**src/rtl/usb_bit_destuff_rx_pkg.sv**
```systemverilog
// Shared types and constants for the USB receive bit destuffer.
package usb_rx_pkg;

  typedef enum logic {
    HUNT = 1'b0,
    DATA = 1'b1
  } rx_state_t;

  localparam logic [7:0]          SYNC_PAT  = 8'b0111_1110;
  localparam int unsigned         ONES_W    = 3;
  localparam logic [ONES_W-1:0]   STUFF_RUN = 3'd6;

endpackage

```
**src/rtl/usb_bit_destuff_rx_if.sv**
```systemverilog
// Serial-in / parallel-out bundle of the USB receive bit destuffer.
interface usb_bit_destuff_rx_if #(
  parameter int unsigned DATA_W = 16
);
  logic              serial_in;
  logic              serial_valid;
  logic [DATA_W-1:0] data_out;
  logic              data_valid;
  logic              sync_detect;
  logic              stuff_err;
  logic              frame_done;
  logic              busy;

  modport master (
    output serial_in, serial_valid,
    input  data_out, data_valid, sync_detect, stuff_err, frame_done, busy
  );

  modport slave (
    input  serial_in, serial_valid,
    output data_out, data_valid, sync_detect, stuff_err, frame_done, busy
  );
endinterface

```
**src/rtl/usb_bit_destuff_rx_nrzi.sv**
```systemverilog
// NRZI line decoder: 1 when the line holds its previous sampled level.
// Only built when USB_RX_NRZI_DECODE_EN is defined.
`ifdef USB_RX_NRZI_DECODE_EN
module usb_nrzi_decoder (
  input  logic clk,
  input  logic rst,
  input  logic line_in,
  input  logic line_valid,
  output logic bit_out
);
  logic prev_level;

  // Idle J level is 1, so the first sampled bit decodes against 1.
  always_ff @(posedge clk or negedge rst) begin
    if (!rst) begin
      prev_level <= 1'b1;
    end else if (line_valid) begin
      prev_level <= line_in;
    end
  end

  assign bit_out = (line_in == prev_level);
endmodule
`endif

```
**src/rtl/usb_bit_destuff_rx.sv**
```systemverilog
// USB receive path: SYNC hunt, zero-bit destuffing and LSB-first word assembly.
// Optional NRZI front end when USB_RX_NRZI_DECODE_EN is defined.
module usb_bit_destuff_rx
  import usb_rx_pkg::*;
#(
  parameter int unsigned DATA_W          = 16,
  parameter int unsigned WORDS_PER_FRAME = 4
) (
  input  logic                 clk,
  input  logic                 rst,
  input  logic                 STUFF_OPER_rx,
  usb_bit_destuff_rx_if.slave  bus
);
  localparam int unsigned IDX_W  = (DATA_W > 1) ? $clog2(DATA_W) : 1;
  localparam int unsigned WCNT_W = $clog2(WORDS_PER_FRAME + 1);
  localparam logic [IDX_W-1:0]  LAST_IDX  = IDX_W'(DATA_W - 1);
  localparam logic [WCNT_W-1:0] LAST_WORD = WCNT_W'(WORDS_PER_FRAME - 1);

  rx_state_t         state;
  logic [6:0]        hunt;
  logic [ONES_W-1:0] ones_cnt;
  logic [ONES_W-1:0] ones_next;
  logic [IDX_W-1:0]  bit_idx;
  logic [WCNT_W-1:0] word_cnt;
  logic [DATA_W-1:0] word;
  logic [DATA_W-1:0] word_next;
  logic [DATA_W-1:0] data_out_q;
  logic              data_valid_q;
  logic              sync_detect_q;
  logic              stuff_err_q;
  logic              frame_done_q;
  logic              rx_bit;
  logic              stuff_pos;

`ifdef USB_RX_NRZI_DECODE_EN
  usb_nrzi_decoder u_nrzi (
    .clk        (clk),
    .rst        (rst),
    .line_in    (bus.serial_in),
    .line_valid (bus.serial_valid),
    .bit_out    (rx_bit)
  );
`else
  assign rx_bit = bus.serial_in;
`endif

  always_comb begin
    ones_next = '0;
    if (rx_bit) begin
      ones_next = (ones_cnt == STUFF_RUN) ? STUFF_RUN : ones_cnt + 1'b1;
    end
  end

  // Word including the current bit, so the completing edge can load data_out.
  always_comb begin
    word_next          = word;
    word_next[bit_idx] = rx_bit;
  end

  assign stuff_pos = STUFF_OPER_rx && (ones_cnt == STUFF_RUN);

  always_ff @(posedge clk or negedge rst) begin
    if (!rst) begin
      state         <= HUNT;
      hunt          <= '0;
      ones_cnt      <= '0;
      bit_idx       <= '0;
      word_cnt      <= '0;
      word          <= '0;
      data_out_q    <= '0;
      data_valid_q  <= 1'b0;
      sync_detect_q <= 1'b0;
      stuff_err_q   <= 1'b0;
      frame_done_q  <= 1'b0;
    end else begin
      data_valid_q  <= 1'b0;
      sync_detect_q <= 1'b0;
      stuff_err_q   <= 1'b0;
      frame_done_q  <= 1'b0;
      if (bus.serial_valid) begin
        case (state)
          HUNT: begin
            if ({hunt, rx_bit} == SYNC_PAT) begin
              sync_detect_q <= 1'b1;
              state         <= DATA;
              hunt          <= '0;
              ones_cnt      <= '0;
              bit_idx       <= '0;
              word_cnt      <= '0;
            end else begin
              hunt <= {hunt[5:0], rx_bit};
            end
          end
          DATA: begin
            if (stuff_pos) begin
              if (rx_bit) begin
                stuff_err_q <= 1'b1;
                state       <= HUNT;
                ones_cnt    <= '0;
                bit_idx     <= '0;
                word_cnt    <= '0;
                word        <= '0;
              end else begin
                ones_cnt <= '0;
              end
            end else begin
              word     <= word_next;
              ones_cnt <= ones_next;
              if (bit_idx == LAST_IDX) begin
                bit_idx      <= '0;
                data_out_q   <= word_next;
                data_valid_q <= 1'b1;
                if (word_cnt == LAST_WORD) begin
                  frame_done_q <= 1'b1;
                  state        <= HUNT;
                  ones_cnt     <= '0;
                  word_cnt     <= '0;
                end else begin
                  word_cnt <= word_cnt + 1'b1;
                end
              end else begin
                bit_idx <= bit_idx + 1'b1;
              end
            end
          end
          default: state <= HUNT;
        endcase
      end
    end
  end

  assign bus.data_out    = data_out_q;
  assign bus.data_valid  = data_valid_q;
  assign bus.sync_detect = sync_detect_q;
  assign bus.stuff_err   = stuff_err_q;
  assign bus.frame_done  = frame_done_q;
  assign bus.busy        = (state == DATA);
endmodule

```
**src/flat_wrapper.sv**
```systemverilog
// flat-port wrapper written by rule: the top's interface ports become plain ports
module usb_bit_destuff_rx_flat import usb_rx_pkg::*;
#(
  parameter int unsigned DATA_W          = 16,
  parameter int unsigned WORDS_PER_FRAME = 4
)
  (clk, rst, STUFF_OPER_rx, bus_serial_in, bus_serial_valid, bus_data_out, bus_data_valid, bus_sync_detect, bus_stuff_err, bus_frame_done, bus_busy);
  usb_bit_destuff_rx_if #(.DATA_W(DATA_W)) bus_i ();
  input  logic clk;
  input  logic rst;
  input  logic STUFF_OPER_rx;
  input wire logic [$bits(bus_i.serial_in)-1:0] bus_serial_in;
  input wire logic [$bits(bus_i.serial_valid)-1:0] bus_serial_valid;
  output wire logic [$bits(bus_i.data_out)-1:0] bus_data_out;
  output wire logic [$bits(bus_i.data_valid)-1:0] bus_data_valid;
  output wire logic [$bits(bus_i.sync_detect)-1:0] bus_sync_detect;
  output wire logic [$bits(bus_i.stuff_err)-1:0] bus_stuff_err;
  output wire logic [$bits(bus_i.frame_done)-1:0] bus_frame_done;
  output wire logic [$bits(bus_i.busy)-1:0] bus_busy;
  assign bus_i.serial_in = bus_serial_in;
  assign bus_i.serial_valid = bus_serial_valid;
  assign bus_data_out = bus_i.data_out;
  assign bus_data_valid = bus_i.data_valid;
  assign bus_sync_detect = bus_i.sync_detect;
  assign bus_stuff_err = bus_i.stuff_err;
  assign bus_frame_done = bus_i.frame_done;
  assign bus_busy = bus_i.busy;
  usb_bit_destuff_rx #(.DATA_W(DATA_W), .WORDS_PER_FRAME(WORDS_PER_FRAME)) u_core (.clk(clk), .rst(rst), .STUFF_OPER_rx(STUFF_OPER_rx), .bus(bus_i));
endmodule
```
**config.mk**
```make
export PLATFORM = sky130hd
export DESIGN_NAME = usb_bit_destuff_rx_flat
export DESIGN_NICKNAME = d
export VERILOG_FILES = /design/src/rtl/usb_bit_destuff_rx_pkg.sv /design/src/rtl/usb_bit_destuff_rx_if.sv /design/src/rtl/usb_bit_destuff_rx_nrzi.sv /design/src/rtl/usb_bit_destuff_rx.sv /design/src/flat_wrapper.sv
export SDC_FILE = /design/constraint.sdc
export NUM_CORES = 1
export LEC_CHECK = 0
export ABC_AREA = 1
export BUFFER_PORTS_ARGS = -buffer_cell sky130_fd_sc_hd__clkbuf_2
export CAP_MARGIN = 20
export CORE_ASPECT_RATIO = 0.7
export CORE_MARGIN = 2
export CORE_UTILIZATION = 53
export DETAILED_ROUTE_END_ITERATION = 12
export PLACE_DENSITY = 0.77
export REMOVE_ABC_BUFFERS = 1
export SYNTH_ARGS = -nofsm -noshare
export SYNTH_HDL_FRONTEND = slang
export SYNTH_SLANG_ARGS = --single-unit
```
**constraint.sdc**
```tcl
create_clock -name clk -period 1.6 [get_ports clk]
set_input_delay 0.32 -clock clk [delete_from_list [all_inputs] [get_ports clk]]
set_output_delay 0.32 -clock clk [all_outputs]
set_load 0.01 [all_outputs]
```
==> impl_metrics.csv <==
group,metric,value,unit
outcome,outcome,"complete, no violations",
cts,clk-insertion-delay-late,300,ps
worst_setup_path,critPathSlowestCell,"dfrtp_1",
yosys,synth-seq-cells,53,
die,core_area,4810,sq um
timing,relSlewSlack,0.774,
worst_setup_path,crit_path_max_fanout,8,
finish,fillers,394,
finish,final_net_count,389,
timing,fin_crit,1570,ps
hold_path,hold_class,"in -> async",
power_and_ir_drop,power_frac_clock,0.328,
die,start_util,0.552,
yosys,yosysSeqAreaShare,0.500,
timing,setup_viol,0,
routing,vias,2324,
timing,drv_slew,0,
finish,final_layout_size_suffix_gt1_frac,0.247,
yosys,netlist_area,2660,sq um
die,die_w,88.6,um
power_and_ir_drop,swShare,0.237,
cts,clock_sinks,53,
worst_setup_path,reg2reg_depth,8,
placed_design,routabilityCongestion,0.867,
die,die_area,5600,sq um
cts,ctsHtreeMaxLevel,2,
yosys,yosysUniqueCellTypes,27,
power_and_ir_drop,p_int,1.70,mW
grt,grtUsageTotal,0.209,
timing,fin_skew,6.63,ps
worst_setup_path,cp-start-kind,"register",
timing,fmax,0.638,GHz
worst_setup_path,crit_path_max_incr_delay,430,ps
placed_design,place_area,2940,sq um
timing,finalHoldViolCount,0,
cts,clk_pin_slew,90,ps
finish,multiInputGateArea,1220,sq um
placed_design,numPlacedInstances,428,
finish,area_growth,22.3,%
yosys,syn_inst,331,
cts,clockBufferDepth,2,
worst_setup_path,crit_chain,"ha_4 > nand3_4 > nand2_8 > nor3_4 > buf_6 > clkbuf_16 > nand2_2 > o21ai_1",
finish,antenna_cells,0,
power_and_ir_drop,comb_power_share,0.054,
power_and_ir_drop,pwr_density_cell,687,nW/um^2
timing,period_share,0.979,
routing,wl_per_cell,13.8,um
routing,detail_route.vias_per_cell,5.21,
placed_design,place.port_buffers,25,
power_and_ir_drop,p_leak,1.66,nW
die,num_rows,21,
power_and_ir_drop,seqPwrFrac,0.618,
grt,antenna_found_initial,0,
finish,seq_area,1330,sq um
die,io_pins,26,
cts,cts_buffers,5,
cts,hold_buffers,0,
placed_design,pre_cts_ws,25.6,ps
worst_setup_path,critPathArrivalTime,1790,ps
job,drv_cap,0,
routing,first_pass_iters,5,
grt,overflow,0,
grt,grt_start_max_net_pins,54,
cts,cts_tree,"yes",
finish,final_cell_count_no_fill,446,
finish,final_cell_area,3250,sq um
power_and_ir_drop,power,2.23,mW
worst_setup_path,critical_path_class,"reg -> reg",
worst_setup_path,cp.required,1830,ps
routing,wl,6140,um
power_and_ir_drop,switchingPower,0.530,mW
routing,ant_nets,0,
timing,finalSetupTns,0,ps
routing,drc_errors,0,
grt,grt_pass1_wl,9150,um
die,die_h,63.2,um
worst_setup_path,end_kind,"register",
placed_design,dp_hpwl,3710,um
grt,first_global_vias,1906,
timing,tightest_slew,335,ps
cts,cts_root_buf,"clkbuf_8",
yosys,yosysWarnings,0,
power_and_ir_drop,ir_drop,441,uV
timing,finalWorstSetupSlack,33.2,ps
timing,rsz0062_at_grt,"yes",
routing,drt-initial-drc-count,225,
yosys,syn_avg_cell_area,8.02,sq um
registers in the layout (all words and copies together), names as in the netlist:
| name | flops |
|---|---|
| u_core.bit_idx | 4 |
| u_core.bus.busy | 1 |
| u_core.bus.data_out | 16 |
| u_core.bus.data_valid | 1 |
| u_core.bus.frame_done | 1 |
| u_core.bus.stuff_err | 1 |
| u_core.bus.sync_detect | 1 |
| u_core.hunt | 7 |
| u_core.ones_cnt | 3 |
| u_core.word | 15 |
| u_core.word_cnt | 3 |
worst max-delay path: cells and delay by family (launching register included):
kind / cells / cell delay [ps]
AND/OR/NAND/NOR: 4 / 480
buffers and inverters: 2 / 320
flip-flops: 1 / 430
adder cells (fa/ha/maj): 1 / 180
AO/OA/AOI/OAI: 1 / 70
routing by layer:
layer,wire [um],share of wire,track usage
met1,2980,0.48,0.325
met2,2690,0.44,0.290
met3,420,0.068,0.0472
met5,0,0,0
met4,51,0.0083,0.0625
path summary, 6_finish.rpt:
kind | start | endpoint | slack [ps]
min reg2reg | u_core.word_cnt[2]$_DFFE_PN0P_ | u_core.word_cnt[2]$_DFFE_PN0P_ | 490
max | u_core.ones_cnt[1]$_DFFE_PN0P_ | u_core.bus.data_out[11]$_DFFE_PN0P_ | 30
max reg2reg | u_core.ones_cnt[1]$_DFFE_PN0P_ | u_core.bus.data_out[11]$_DFFE_PN0P_ | 30
min in group clk | bus_serial_valid | u_core.ones_cnt[2]$_DFFE_PN0P_ | 340
min | rst | u_core.bus.data_out[5]$_DFFE_PN0P_ | 2
max in group asynchronous | rst | u_core.bit_idx[0]$_DFFE_PN0P_ | 1350
metrics by stage:
step / hold slack, ps / utilization
after detailed placement: 348 / 0.612
final: 1.64 / 0.675
after CTS: 22.9 / 0.630
after floorplan: 24.4 / -
after global placement: 338 / 0.612
after global routing: 19.2 / 0.675
Yosys cell counts (all sizes together):
cell	count	area, sq um
o21ai	53	277
clkbuf	2	7.51
inv	31	116
clkinv	1	3.75
a21oi	1	5.00
nor3	4	31.3
dfrtp	53	1330
nand3b	1	7.51
or2	1	6.26
nand2	120	478
nor2	15	68.8
ha	7	87.6
nand4	1	6.26
nor4	1	6.26
nand3	32	178
buf	8	50.1
power by group through the flow:
| stage | combinational (mW) | clock, mW | sequential (mW) |
|---|---|---|---|
| 5_1_grt | 0.139 | 0.823 | 1.38 |
| 3_5_place_dp | 0.120 | 0 | 1.41 |
| 6_report | 0.120 | 0.732 | 1.38 |
| 2_1_floorplan | 0.0535 | 0 | 1.40 |
| 3_3_place_gp | 0.117 | 0 | 1.40 |
| 4_1_cts | 0.120 | 0.750 | 1.38 |
placed cells by master, fill, tap and decap left out:
cell and instances:
buf_12 3, inv_1 27, clkbuf_16 3, nand3_2 1
buf_6 2, nor3_4 1, nand3_4 1, or2_2 1
ha_1 4, nand2_4 3, nor4_1 1, nand4_1 1
o21ai_1 20, nand2_8 1, nand2_2 13, buf_4 16
nor2_2 2, nor2_4 1, ha_4 1, nand3b_1 1
clkinv_1 1, ha_2 2, o21ai_0 29, nor2_1 12
o21ai_4 1, clkinvlp_4 1, o21ai_2 3, inv_2 4
nor3_1 3, nand3_1 30, clkbuf_8 5, clkbuf_2 25
dfrtp_2 2, a21oi_1 1, clkinv_4 1, nand2_1 103
dfrtp_1 51
cells by family (layout without fill, tap and decap cells):
group           Yosys count  in the layout  synth area share
compound gates           54             54             0.106
fa+ha+maj                 7              7            0.0330
buf+inv                  42             88            0.0669
flops                    53             53             0.500
simple gates            175            175             0.295
what timing repair did:
action | 4_1_cts | 5_1_grt
setup buffers | 0 | 7
endpoints found under the setup margin | 0 | 30
resized for setup | 0 | 32
area by class of cell:
cell class / instances / share of cell area
Sequential cell: 53 / 0.409
Multi-Input combinational cell: 236 / 0.377
Inverter: 32 / 0.0370
Clock inverter: 2 / 0.00501
Tap cell: 69 / 0.0266
Clock buffer: 5 / 0.0212
Timing Repair Buffer: 49 / 0.124
Note: power is estimated with default switching activity, not from simulation.
